[src/rtl/uart_rx_frame_ctrl.sv]
// UART receive frame controller: drives the RX edge/bit counter, majority-samples rx_in,
// deserialises LSB first and checks parity/stop bits, reporting one byte per good frame.
`timescale 1ns/1ps
module uart_rx_frame_ctrl #(
    parameter int DATA_WIDTH = 8
) (
    input  logic                  clk,
    input  logic                  rst,
    input  logic                  rx_in,
    input  logic [5:0]            prescale,
    input  logic                  par_en,
    input  logic                  par_typ,
    input  logic [5:0]            edge_cnt,
    input  logic [5:0]            bit_cnt,
    output logic                  cnt_enable,
    output logic                  cnt_done,
    output logic [DATA_WIDTH-1:0] p_data,
    output logic                  data_valid,
    output logic                  par_err,
    output logic                  stop_err,
    output logic                  busy
);

    typedef enum logic [2:0] {IDLE, START, DATA, PARITY, STOP} state_t;

    localparam logic [5:0] LAST_DATA_BIT = 6'(DATA_WIDTH);

    state_t                state;
    logic [DATA_WIDTH-1:0] shift_reg;
    logic                  s0, s1, s2;
    logic                  par_en_q, par_typ_q, par_flag;
    logic [5:0]            mid;
    logic                  end_of_bit;
    logic                  bit_val;

    always_comb begin
        mid        = prescale >> 1;
        end_of_bit = cnt_enable && (edge_cnt == prescale - 6'd1);
        bit_val    = (s0 & s1) | (s0 & s2) | (s1 & s2);
    end

    // Three samples straddling mid-bit; the vote is only consumed at end_of_bit.
    always_ff @(posedge clk or negedge rst) begin
        if (!rst) begin
            s0 <= 1'b0;
            s1 <= 1'b0;
            s2 <= 1'b0;
        end else if (cnt_enable) begin
            if (edge_cnt == mid - 6'd1) s0 <= rx_in;
            if (edge_cnt == mid)        s1 <= rx_in;
            if (edge_cnt == mid + 6'd1) s2 <= rx_in;
        end
    end

    always_ff @(posedge clk or negedge rst) begin
        if (!rst) begin
            state      <= IDLE;
            shift_reg  <= '0;
            par_en_q   <= 1'b0;
            par_typ_q  <= 1'b0;
            par_flag   <= 1'b0;
            cnt_enable <= 1'b0;
            cnt_done   <= 1'b0;
            p_data     <= '0;
            data_valid <= 1'b0;
            par_err    <= 1'b0;
            stop_err   <= 1'b0;
            busy       <= 1'b0;
        end else begin
            data_valid <= 1'b0;
            cnt_done   <= 1'b0;
            case (state)
                IDLE: begin
                    if (!rx_in) begin
                        par_en_q   <= par_en;
                        par_typ_q  <= par_typ;
                        par_flag   <= 1'b0;
                        cnt_enable <= 1'b1;
                        busy       <= 1'b1;
                        state      <= START;
                    end
                end
                START: begin
                    if (end_of_bit) begin
                        if (!bit_val) begin
                            state <= DATA;
                        end else begin
                            cnt_enable <= 1'b0;
                            busy       <= 1'b0;
                            state      <= IDLE;
                        end
                    end
                end
                DATA: begin
                    if (end_of_bit) begin
                        shift_reg <= {bit_val, shift_reg[DATA_WIDTH-1:1]};
                        if (bit_cnt == LAST_DATA_BIT)
                            state <= par_en_q ? PARITY : STOP;
                    end
                end
                PARITY: begin
                    if (end_of_bit) begin
                        par_flag <= bit_val ^ (^shift_reg) ^ par_typ_q;
                        state    <= STOP;
                    end
                end
                STOP: begin
                    if (end_of_bit) begin
                        par_err  <= par_flag;
                        stop_err <= ~bit_val;
                        if (!par_flag && bit_val) begin
                            p_data     <= shift_reg;
                            data_valid <= 1'b1;
                        end
                        cnt_done   <= 1'b1;
                        cnt_enable <= 1'b0;
                        busy       <= 1'b0;
                        state      <= IDLE;
                    end
                end
                default: state <= IDLE;
            endcase
        end
    end

endmodule

[config.mk]
export PLATFORM = sky130hd
export DESIGN_NAME = uart_rx_frame_ctrl
export DESIGN_NICKNAME = d
export VERILOG_FILES = /design/src/rtl/uart_rx_frame_ctrl.sv
export SDC_FILE = /design/constraint.sdc
export NUM_CORES = 1
export LEC_CHECK = 0
export ABC_AREA = 0
export CAP_MARGIN = 20
export CORE_UTILIZATION = 25
export DETAILED_ROUTE_END_ITERATION = 16
export PLACE_DENSITY = 0.58
export SYNTH_ARGS = -nofsm -noshare
export SYNTH_HDL_FRONTEND = slang
export SYNTH_SLANG_ARGS = --single-unit
export TNS_END_PERCENT = 30
[constraint.sdc]
create_clock -name clk -period 1.7 [get_ports clk]
set_clock_uncertainty 0.1 [all_clocks]
set_input_delay 0.255 -clock clk [delete_from_list [all_inputs] [get_ports clk]]
set_output_delay 0.255 -clock clk [all_outputs]
set_load 0.01 [all_outputs]
After elaboration in Yosys (flattened, before gate mapping)
Cells that the tools add are included.
{"block": "word_totals", "word_cells": 81, "output_inout_bits": 14, "regBits": 30}
{"block": "classes", "reduce_logical": 17, "mux": 22, "eq_ne": 16, "n_bitwise": 9, "add_sub_neg": 3}
{"operator": "3-bit 2-to-1 mux", "n": 7}
{"operator": "6-bit equality test", "n": 3}
{"operator": "3-bit one-hot mux with 5 select lines", "n": 1}
{"operator": "2-bit != test (second input constant)", "n": 7}
{"operator": "2-bit AND reduction", "n": 6}
{"operator": "1-bit 2-to-1 mux", "n": 11}
{"operator": "8-bit parity", "n": 1}
{"operator": "5-bit by 1-bit adder with 6-bit output (second input constant)", "n": 1}
{"operator": "3-bit by 2-bit equality test with 1-bit output (second input constant)", "n": 2}
{"operator": "6-bit by 4-bit equality test with 1-bit output (second input constant)", "n": 1}
{"operator": "6-bit by 5-bit equality test with 1-bit output", "n": 1}
{"operator": "3-bit AND reduction", "n": 2}
{"operator": "6-bit AND reduction", "n": 1}
{"operator": "5-bit by 1-bit subtractor with 6-bit output (second input constant)", "n": 1}
{"operator": "6-bit by 1-bit subtractor with 6-bit output (second input constant)", "n": 1}
{"operator": "5-bit AND reduction", "n": 1}
{"operator": "1-bit bitwise AND", "n": 3}
{"operator": "3-bit by 1-bit equality test with 1-bit output (second input constant)", "n": 1}
{"operator": "3-bit equality test (second input constant)", "n": 1}
{"operator": "3-bit logical NOT", "n": 1}
{"operator": "1-bit one-hot mux with 3 select lines", "n": 1}
{"operator": "3-bit nonzero test", "n": 1}
{"operator": "1-bit logical AND", "n": 2}
{"operator": "2-bit 2-to-1 mux", "n": 1}
{"operator": "6 further kinds", "n": 9}

Longest topological paths before layout
{"block": "logic_depth", "word_depth": 7, "depth_mapped": 7}

Least setup slack after synthesis
OpenSTA, ideal clock, no wires.
{"block": "synth_timing", "kind": "input to register", "start": "in prescale[2]", "end": "reg par_err", "required_time_ns": 1.475, "cell_stages": 7, "t_arrival_ns": 1.863, "setup_ns": 0.125, "path_slack_ns": -0.387, "path_cell_list": "inv_1 -> ha_1 -> nor3b_4 -> nand3_2 -> a211oi_4 -> nand3_1 -> mux2_2"}
{"block": "synth_via", "elab_chain_cells": 4}
{"element": "from (decl)", "line": "10", "text": "input logic [5:0] prescale,"}
{"element": "6-bit by 1-bit subtractor with 6-bit output", "line": "38", "text": "end_of_bit = cnt_enable && (edge_cnt == prescale - 6'd1);"}
{"element": "6-bit equality test", "line": "38"}
{"element": "1-bit logical AND", "line": "38"}
{"element": "2-bit AND reduction (no source line)"}
{"element": "to (signal assigned)", "line": "109", "text": "par_err <= par_flag;"}
{"element": "to (decl)", "line": "19", "text": "output logic par_err,"}
Every way passes these cells.
A chain may end at the register's enable or synchronous reset.

Worst setup path in the final report
{"block": "layout_timing", "start": "in prescale[0]", "end": "reg p_data[0]"}
{"block": "layout_via", "elab_chain_cells": 4}
{"element": "6-bit by 1-bit subtractor with 6-bit output", "line": "38"}
{"element": "6-bit equality test", "line": "38"}
{"element": "1-bit logical AND", "line": "38"}
{"element": "3-bit AND reduction (no source line)"}
{"element": "to (signal assigned)", "line": "112", "text": "p_data <= shift_reg;"}
{"element": "to (decl)", "line": "17", "text": "output logic [DATA_WIDTH-1:0] p_data,"}
Every way passes these cells.

==> results.txt <==
Status = finished, violations left
Failing checks = negative setup slack
Site Rows = 31
CTS hold repair buffers = 0
Post-synthesis sequential area ratio = 40.43%
Most frequent cells in the layout = 40 x buf_4, 30 x dfrtp_1, 21 x mux2_2, 18 x clkdlybuf4s50_1, 13 x xnor2_1
Crit path buffers/inverters = 3
GP Congestion = 0.7728
Min-Delay Path Class = in -> async
Asr flop ratio synth = 100.0%
Sink Count = 30
Worst slack at placement = -0.9388 ns
Relative slew margins = 74.41%
Hpwl dp = 3222 µm
Multi-input logic area = 0.001216 mm²
Share of layout cells above drive strength 1 = 45.31%
Vias per cell = 4.253
Setup violators final = 20
Fillers = 716
Setup TNS = -0.9676 ns
Dpl cells = 333
Leakage = 1.390 nW
CTS buffer count = 5
Worst Setup SP = prescale[0]
Ranking of synthesized cells by area = dfrtp_1 40%, mux2_2 13%, xnor2_1 7.5%, xor2_1 5.7%, ha_1 2.7%
Pre-Repair DR Iteration Count = 4
# diodes = 0
Worst r2r path cells = 5
Placed Instance Area = 0.002669 mm²
Vias in the first global route = 1462
Die W = 88.18 µm
Min Tclk post-route = 1.773 ns
Critical Path End = p_data[0]
WL final = 4164 µm
RR Endpoint = p_data[0]
Startpoint class of the critical path = primary input
Total GRT Usage = 11.54%
Core Box Area = 0.007214 mm²
Crit-path max FO = 8
Syn avg cell area = 11.32 µm²
Synth warn = 0
Register area = 750.7 µm²
ANT nets after route = 0
Die Ht = 88.18 µm
Worst hold slack = 0.2712 ns
Synth Register Bits = 30
Gate count of the mapped netlist = 164
Area share of the largest cell type after synthesis = 40.43%
Nets@finish = 271
Least-Margin Pin Slew = 0.3839 ns
Htree depth = 2
Layout area overhead = 58.36%
First-pass GRT wire length = 6975 µm
Final Hold Vio Count = 0
Fin area = 0.002940 mm²
Crit path required time = 1.76 ns
Mapped cell area = 0.001857 mm²
CP Capture Type = flip-flop
Commonest non-fill, non-tap cell in the layout = buf_4
Initial core utilization = 25.74%
Crit path kind = in -> reg
Crit path max-delay family = multiplexers
Syn_nets = 191
CTS tree = yes
Max cap viols = 0
Clock transition at the registers of the reported paths = 0.06 ns
Slowest cell on crit path = mux2_4
Max-slew violations = 0
I/O pin count = 37
Post-synth EDFFs = 0
Die ar. = 0.007776 mm²
Global route total overflow = 0
Final core occ = 40.76%
Root buf cell = clkbuf_8
Tcrit/Tclk final = 104.3%
Worst R2R Setup Slack = -0.06 ns
RSZ-0062 raised after global routing = true
Crit path depth = 9
Largest net degree at the start of global routing = 31
Clk Latency, worst-skew pair = 0.27 ns
Design Power = 2.213 mW
Worst setup margin = -0.07259 ns
Max VDD drop = 0.2798 mV
WL/cell = 12.10 µm
Worst stage delay on the critical path = 0.34 ns
Critical Path AT = 1.83 ns
Top_reg_cell synth = dfrtp_1
Crit path cell chain = clkbuf_2 -> inv_4 -> ha_4 -> xor2_2 -> nand3_2 -> a211oi_4 -> buf_6 -> nand4_4 -> mux2_4
Vias = 1463
Pwr Density = 752.6 mW/mm²
Initial DRC Count = 39
Cell taking the most area after synthesis = dfrtp_1
DRC violations left = 0
Initial antenna violation count = 0
Worst reg2reg startpoint = state[0]
Post-synthesis cell type count = 45
Final Non-Filler Cells = 344
Fmax = 0.5641 GHz
Longest Clk Path Bufs = 2
I/O Buffers = 36
## timing repair
| action | 4_1_cts | 5_1_grt |
|---|---|---|
| resized for setup | 32 | 31 |
| pin swaps | 9 | 16 |
| endpoints found under the setup margin | 28 | 30 |
| setup buffers | 3 | 2 |
| hold endpoints to repair | 0 | 0 |
## metal layers
layer	vias up	wire length (µm)	GRT usage (%)
met5	-	0	0
met4	0	39	2.639
met3	5	92	2.451
met2	16	1994	19.09
met1	705	2037	15.43
li1	737	-	-
## report_power, final
| group | internal (mW) | switching [mW] | total (mW) |
|---|---|---|---|
| Clock | 0.326 | 0.245 | 0.571 |
| Combinational | 0.451 | 0.354 | 0.805 |
| Sequential | 0.793 | 0.0436 | 0.837 |
## how the worst min path moves through the flow
stage | start | to | slack, ns | depth (start not counted)
after detailed placement | par_flag | data_valid | 0.37 | 1
after CTS | rst | par_en_q | 0.28 | 2
after floorplan | rst | busy | -0.14 | 0
after global routing | rst | shift_reg[1] | 0.31 | 2
final | rst | par_en_q | 0.27 | 2
after global placement | par_flag | data_valid | 0.39 | 1
## layout make-up
cell class / count / share of cell area [%]
clock inverters: 1 / 0.1702
well taps: 99 / 4.213
flip-flops and latches: 30 / 25.53
clock buffers: 7 / 2.936
inverters: 7 / 1.830
repair buffers: 78 / 23.96
multi-input cells: 122 / 41.36
## cell usage after synthesis (2+ instances only)
cell type / instances
dfrtp_1: 30
mux2_2: 22
xnor2_1: 16
xor2_1: 12
nand3_1: 8
inv_1: 7
nor3_1: 7
nand2_1: 6
ha_1: 4
a21o_1: 3
a21oi_1: 3
mux2i_1: 3
nand2b_1: 3
nor2_1: 3
a21boi_0: 2
buf_4: 2
nand4_1: 2
o21bai_1: 2
o2bb2ai_1: 2
or4b_2: 2
## logic make-up after synthesis
kind of cell,synth area share [%]
muxes,14.96
and+or+nand+nor,16.65
xor gates and xnor gates,13.21
DFF,40.43
AOI/OAI and AO/OA,8.221
buffers and inverters,3.301
adders and majority gates,3.235
No activity file was read; power rests on OpenSTA's default activity.
==> patch 1 (same settings) <==
The parameter `DATA_WIDTH` goes from 8 to 9.
--- a/src/rtl/uart_rx_frame_ctrl.sv
+++ b/src/rtl/uart_rx_frame_ctrl.sv
@@ -4,3 +4,3 @@
 module uart_rx_frame_ctrl #(
-    parameter int DATA_WIDTH = 8
+    parameter int DATA_WIDTH = 9
 ) (
Ports: changed (resized p_data); port bits go from 37 to 38. No check against the original RTL was run, so the function may have changed too.
==> patch 1 against the unedited design <==
The run still ends with negative setup slack left; final area is 1.1% higher; die area grew 6.1%; setup slack got worse by 0.36 ns; power rose by 0.17%; sequential power rose by 8.6%; first-iteration DRC count grew to 3.1 times the old value; global-route usage increased by 0.20 points; wire length rose by 11%; utilization decreased by 2.1 points; register-to-register slack got worse by 0.21 ns; sequential cell count up 2; synthesized area increased by 6.3%; highest routed layer unchanged.
==> patch 1: results (changes against the unedited design) <==
The flow ran to the end, but the final reports show violations. Most common library cells after synthesis: dfrtp_1, xnor2_1, mux2_2, xor2_1 (was dfrtp_1, mux2_2, xnor2_1, xor2_1, nand3_1). The highest fanout seen on the critical path came out at 5 (was 8). The peak supply drop was 0.000348 V (was 0.000280 V). The share of layout cells above drive strength 1 works out to 0.389 (was 0.453). The multiplexer area fraction after synthesis works out to 0.169 (was 0.150). The tools report the half-perimeter wire length after placement as 3450 um (was 3220 um). The first-pass GRT wire length came out at 7660 um (was 6980 um). The weighted congestion reported at the end of routability-driven placement was 0.789 (was 0.773). The via count of the first global-routing pass is 1588 (was 1462), and the length in cells of the worst reg-to-reg path is 6 (was 5).

Failing checks: negative setup slack (unchanged). The maximum number of pins on one net before global-route repair is 33 (was 31), and the transition at the pin with the smallest max-transition slack is 0.406 ns (was 0.384 ns). The critical register-to-register path startpoint is busy (was state[0]). The xor/xnor cell area share of the yosys netlist came out at 0.133 (was 0.132). The critical path launch point is edge_cnt[5] (was prescale[0]). Cell with the biggest individual delay on the critical path: or4_4 (was mux2_4).

The number of buffers added on ports was 37 (was 36); the number of distinct library cell variants in the gate-level netlist after synthesis was 44 (was 45). The number of nets in the layout is 289 (was 271). The sequential element share of the synthesized area came out at 0.406 (was 0.404).

The setup violation total in the final timing report came out at 27 (was 20). The overall track demand over capacity in global routing was 0.117 (was 0.115); the non-filler instance count after layout was 364 (was 344). Capturing instance or port of the critical path: p_data[6] (was p_data[0]).

The number of DRC markers after the initial detailed-route iteration is 122 (was 39). The biggest cell delay along the critical path was 0.48 ns (was 0.34 ns); the synthesized netlist net count was 206 (was 191). The worst-case register-to-register setup slack is -0.27 ns (was -0.06 ns), and the mean routed wirelength per cell is 12.7 um (was 12.1 um). For the setup slack after layout, the log shows -0.429 ns (was -0.0726 ns). Leakage power: 0.00138 uW (was 0.00139 uW). Ranking of synthesized cells by area: dfrtp_1, mux2_2, xnor2_1 (unchanged). The number of cells in the design after placement was 352 (was 333).

The synthesized-area fraction occupied by ao, oa, aoi and oai cells is 0.0837 (was 0.0822).
[patch 1: power groups by stage]
stage               clock network (uW)  registers (uW)  logic (uW)
finish                             540             909         768
global route                       600             917         831
CTS                                557             909         752
detailed placement                   0             917         739
global placement                     0             915         732
floorplan                            0             907         409
[patch 1: through the flow]
step	setup WS, ns	hold slack (ns)	power [uW]	TNS, ns	cell area, um^2
after CTS	-0.466	0.281	2220	-7.71	2940
after detailed placement	-1.28	0.396	1660	-32.03	2780
after floorplan	-0.581	-0.141	1320	-9.22	2030
after global placement	-1.24	0.399	1650	-31.15	2780
after global routing	-0.532	0.320	2350	-8.98	2970
final	-0.429	0.265	2220	-6.54	2970
[patch 1: logic make-up after synthesis]
group / count (synthesis)
AOI/OAI and AO/OA: 24
adders and majority gates: 5
and+or+nand+nor: 45
xor gates and xnor gates: 30
buffers and inverters: 16
DFF: 32
muxes: 27
[patch 1: area by class of cell]
cell class              instances  area (um^2)
fillers                       762         4720
inverters                       9         58.8
well taps                     102          128
clock buffers                   6         72.6
flip-flops and latches         32          801
repair buffers                 82          716
clock inverters                 1         5.00
multi-input cells             132         1190
[patch 1: what timing repair did]
action | in CTS | in global routing
gates resized for setup | 45 | 7
hold buffers | 0 | 0
setup buffers | 3 | 1
endpoints found under the setup margin | 32 | 30
pin swaps | 12 | 3
gates cloned | 1 | 0
[patch 1: critical path: cells and delay by family]
family | cells | cell delay [ns]
buffers and inverters | 2 | 0.40
XOR/XNOR | 1 | 0.19
multiplexers | 1 | 0.31
AO/OA/AOI/OAI | 2 | 0.45
AND/OR/NAND/NOR | 2 | 0.59
[patch 1: per-layer routing]
layer,GRT usage,vias up,share of wire
li1,-,795,-
met1,0.159,766,0.49
met2,0.181,34,0.46
met3,0.0328,6,0.036
met4,0.0370,0,0.013
met5,0,-,0
==> patch 2 (same flow settings) <==
Made on the original files. Register the inputs `rx_in`, `prescale`, `par_en`, `par_typ`, `edge_cnt` and `bit_cnt` before use. The logic sees them one clock later.
--- a/src/rtl/uart_rx_frame_ctrl.sv
+++ b/src/rtl/uart_rx_frame_ctrl.sv
@@ -27,2 +27,18 @@
 
+    logic rx_q;
+    logic [5:0] prescale_q;
+    logic par_en_r;
+    logic par_typ_r;
+    logic [5:0] edge_cnt_q;
+    logic [5:0] bit_cnt_q;
+
+    always_ff @(posedge clk) begin
+        rx_q       <= rx_in;
+        prescale_q <= prescale;
+        par_en_r   <= par_en;
+        par_typ_r  <= par_typ;
+        edge_cnt_q <= edge_cnt;
+        bit_cnt_q  <= bit_cnt;
+    end
+
     state_t                state;
@@ -36,4 +52,4 @@
     always_comb begin
-        mid        = prescale >> 1;
-        end_of_bit = cnt_enable && (edge_cnt == prescale - 6'd1);
+        mid        = prescale_q >> 1;
+        end_of_bit = cnt_enable && (edge_cnt_q == prescale_q - 6'd1);
         bit_val    = (s0 & s1) | (s0 & s2) | (s1 & s2);
@@ -48,5 +64,5 @@
         end else if (cnt_enable) begin
-            if (edge_cnt == mid - 6'd1) s0 <= rx_in;
-            if (edge_cnt == mid)        s1 <= rx_in;
-            if (edge_cnt == mid + 6'd1) s2 <= rx_in;
+            if (edge_cnt_q == mid - 6'd1) s0 <= rx_q;
+            if (edge_cnt_q == mid)        s1 <= rx_q;
+            if (edge_cnt_q == mid + 6'd1) s2 <= rx_q;
         end
@@ -73,5 +89,5 @@
                 IDLE: begin
-                    if (!rx_in) begin
-                        par_en_q   <= par_en;
-                        par_typ_q  <= par_typ;
+                    if (!rx_q) begin
+                        par_en_q   <= par_en_r;
+                        par_typ_q  <= par_typ_r;
                         par_flag   <= 1'b0;
@@ -96,3 +112,3 @@
                         shift_reg <= {bit_val, shift_reg[DATA_WIDTH-1:1]};
-                        if (bit_cnt == LAST_DATA_BIT)
+                        if (bit_cnt_q == LAST_DATA_BIT)
                             state <= par_en_q ? PARITY : STOP;
Function: changed (Yosys sat finds a counterexample within 4 cycles, from zero or initial values and one cycle with rst low).
==> patch 2 against the unedited design <==
The run ends with design-rule violations, negative setup slack left; setup slack got worse by 0.50 ns; sequential cell count increased by 21; clock power increased by 24%; die area grew 23%; sequential share of layout area up 11 points; synthesized area grew 24%; power grew 26%; final area rose by 11%; synthesized cell count rose by 14%; wire length rose by 12%; critical path type is now register to register; largest power group unchanged.
==> patch 2: results (changes against the unedited design) <==
Ranking of synthesized cells by area: dfrtp_1, dfxtp_1, mux2_4 (was dfrtp_1, mux2_2, xnor2_1). The xor/xnor cell area share of the yosys netlist was 0.0955 (was 0.132); the met2 routing resource usage after global routing was 0.167 (was 0.191). The transition at the pin with the smallest max-transition slack works out to 0.385 ns (was 0.384 ns). The synthesized-area fraction occupied by ao, oa, aoi and oai cells was 0.0857 (was 0.0822); the arrival time of the worst setup path was 2.36 ns (was 1.83 ns). Most common library cells after synthesis: dfrtp_1, dfxtp_1, xnor2_1, xor2_1, mux2_1 (was dfrtp_1, mux2_2, xnor2_1, xor2_1, nand3_1). The synthesized netlist net count was 214 (was 191). The first-pass GRT wire length came out at 7940 um (was 6980 um). The cell with the biggest individual delay on the critical path is dfxtp_2 (was mux2_4). The run gives 0.00144 uW (was 0.00139 uW) as the leakage power. Mean routed wirelength per cell: 12.6 um (was 12.1 um). Failing checks: design-rule violations, negative setup slack (was negative setup slack).

The sequential element share of the synthesized area was 0.511 (was 0.404). The run gives 290 (was 271) as the number of nets in the layout. The fraction of the mapped netlist area in adder cells came out at 0.0218 (was 0.0323). The count of TritonRoute iterations in the first routing pass was 10 (was 4); the total DRC errors in the routed layout was 2 (was 0). The run finished, with violations left. The tools report the setup slack after layout as -0.572 ns (was -0.0726 ns). Post-synthesis instance total: 187 (was 164).

The clock transition at the registers of the reported paths works out to 0.09 ns (was 0.06 ns). For the number of DRC markers after the initial detailed-route iteration, the log shows 70 (was 39). The met1 global-route usage was 0.136 (was 0.154); the share of layout cells above drive strength 1 was 0.330 (was 0.453).

The weighted congestion reported at the end of routability-driven placement was 0.785 (was 0.773). The setup violation total in the final timing report is 27 (was 20).
==> patch 2: cell types whose count changed in the layout (fill, tap and decap cells not counted), sizes merged, moves of 4 or more <==
cell,change
buf,-5
clkdlybuf4s50,+16
clkbuf,-4
dfxtp,+21
dlymetal6s2s,-8
==> patch 2: cell families (layout without fill, tap and decap cells) <==
logic type | count (synthesis) | count (layout)
buffers and inverters | 10 | 87
flip-flops | 51 | 51
AND/OR/NAND/NOR | 45 | 45
XOR/XNOR | 25 | 25
adder cells (fa/ha/maj) | 4 | 4
multiplexers | 26 | 26
AO/OA/AOI/OAI | 26 | 26
==> patch 2: final timing paths <==
check	start	to	slack, ns	cells past startpoint
min in group clk	prescale[5]	prescale_q[5]	0.29	1
max	prescale_q[1]	p_data[2]	-0.57	8
min	rst	p_data[5]	0.23	2
min reg2reg	par_en_r	par_en_q	0.37	1
max reg2reg	prescale_q[1]	p_data[2]	-0.57	8
max in group asynchronous	rst	busy	0.98	2
==> patch 2: metal layers <==
layer / share of wire / up-vias
met5: 0 / -
met4: 0.012 / 0
met3: 0.026 / 4
met2: 0.48 / 22
met1: 0.48 / 783
li1: - / 815
==> patch 2: through the flow <==
step	cell area, um^2	worst slack [ns]	setup TNS [ns]	utilization	hold slack [ns]
2_1_floorplan	2330	-0.634	-11.27	-	-0.141
3_3_place_gp	3040	-0.529	-12.09	0.346	0.349
3_5_place_dp	3040	-0.568	-13.23	0.346	0.352
4_1_cts	3230	-0.574	-12.84	0.367	0.243
5_1_grt	3260	-0.703	-16.50	0.370	0.263
6_report	3260	-0.572	-12.77	0.370	0.232
==> patch 2: timing repair <==
| action | in CTS | in global routing |
|---|---|---|
| endpoints found under the hold margin | 0 | 0 |
| pin swaps | 5 | 4 |
| gates resized for setup | 20 | 6 |
| setup endpoints to repair | 29 | 28 |
| setup buffers | 4 | 1 |
==> patch 2: critical path: cells and delay by family (launching register included) <==
kind,cells,cell delay (ns)
flops,1,0.35
simple gates,2,0.46
compound gates,3,0.74
mux,1,0.32
fa+ha+maj,1,0.15
buf+inv,1,0.05
==> patch 2: cell type report <==
type                       instances  area, um^2
clock buffer                       6        82.6
clock inverter                     2        11.3
fill                             838        5550
inverter                           4        20.0
multi-input combinational        126        1160
sequential                        51        1180
tap                              108         135
timing repair buffer              75         667
==> patch 2: report_power, final <==
| part | internal, uW | total (uW) | switching, uW |
|---|---|---|---|
| Clock | 325 | 709 | 383 |
| Sequential | 1310 | 1390 | 75.7 |
| Combinational | 374 | 686 | 312 |
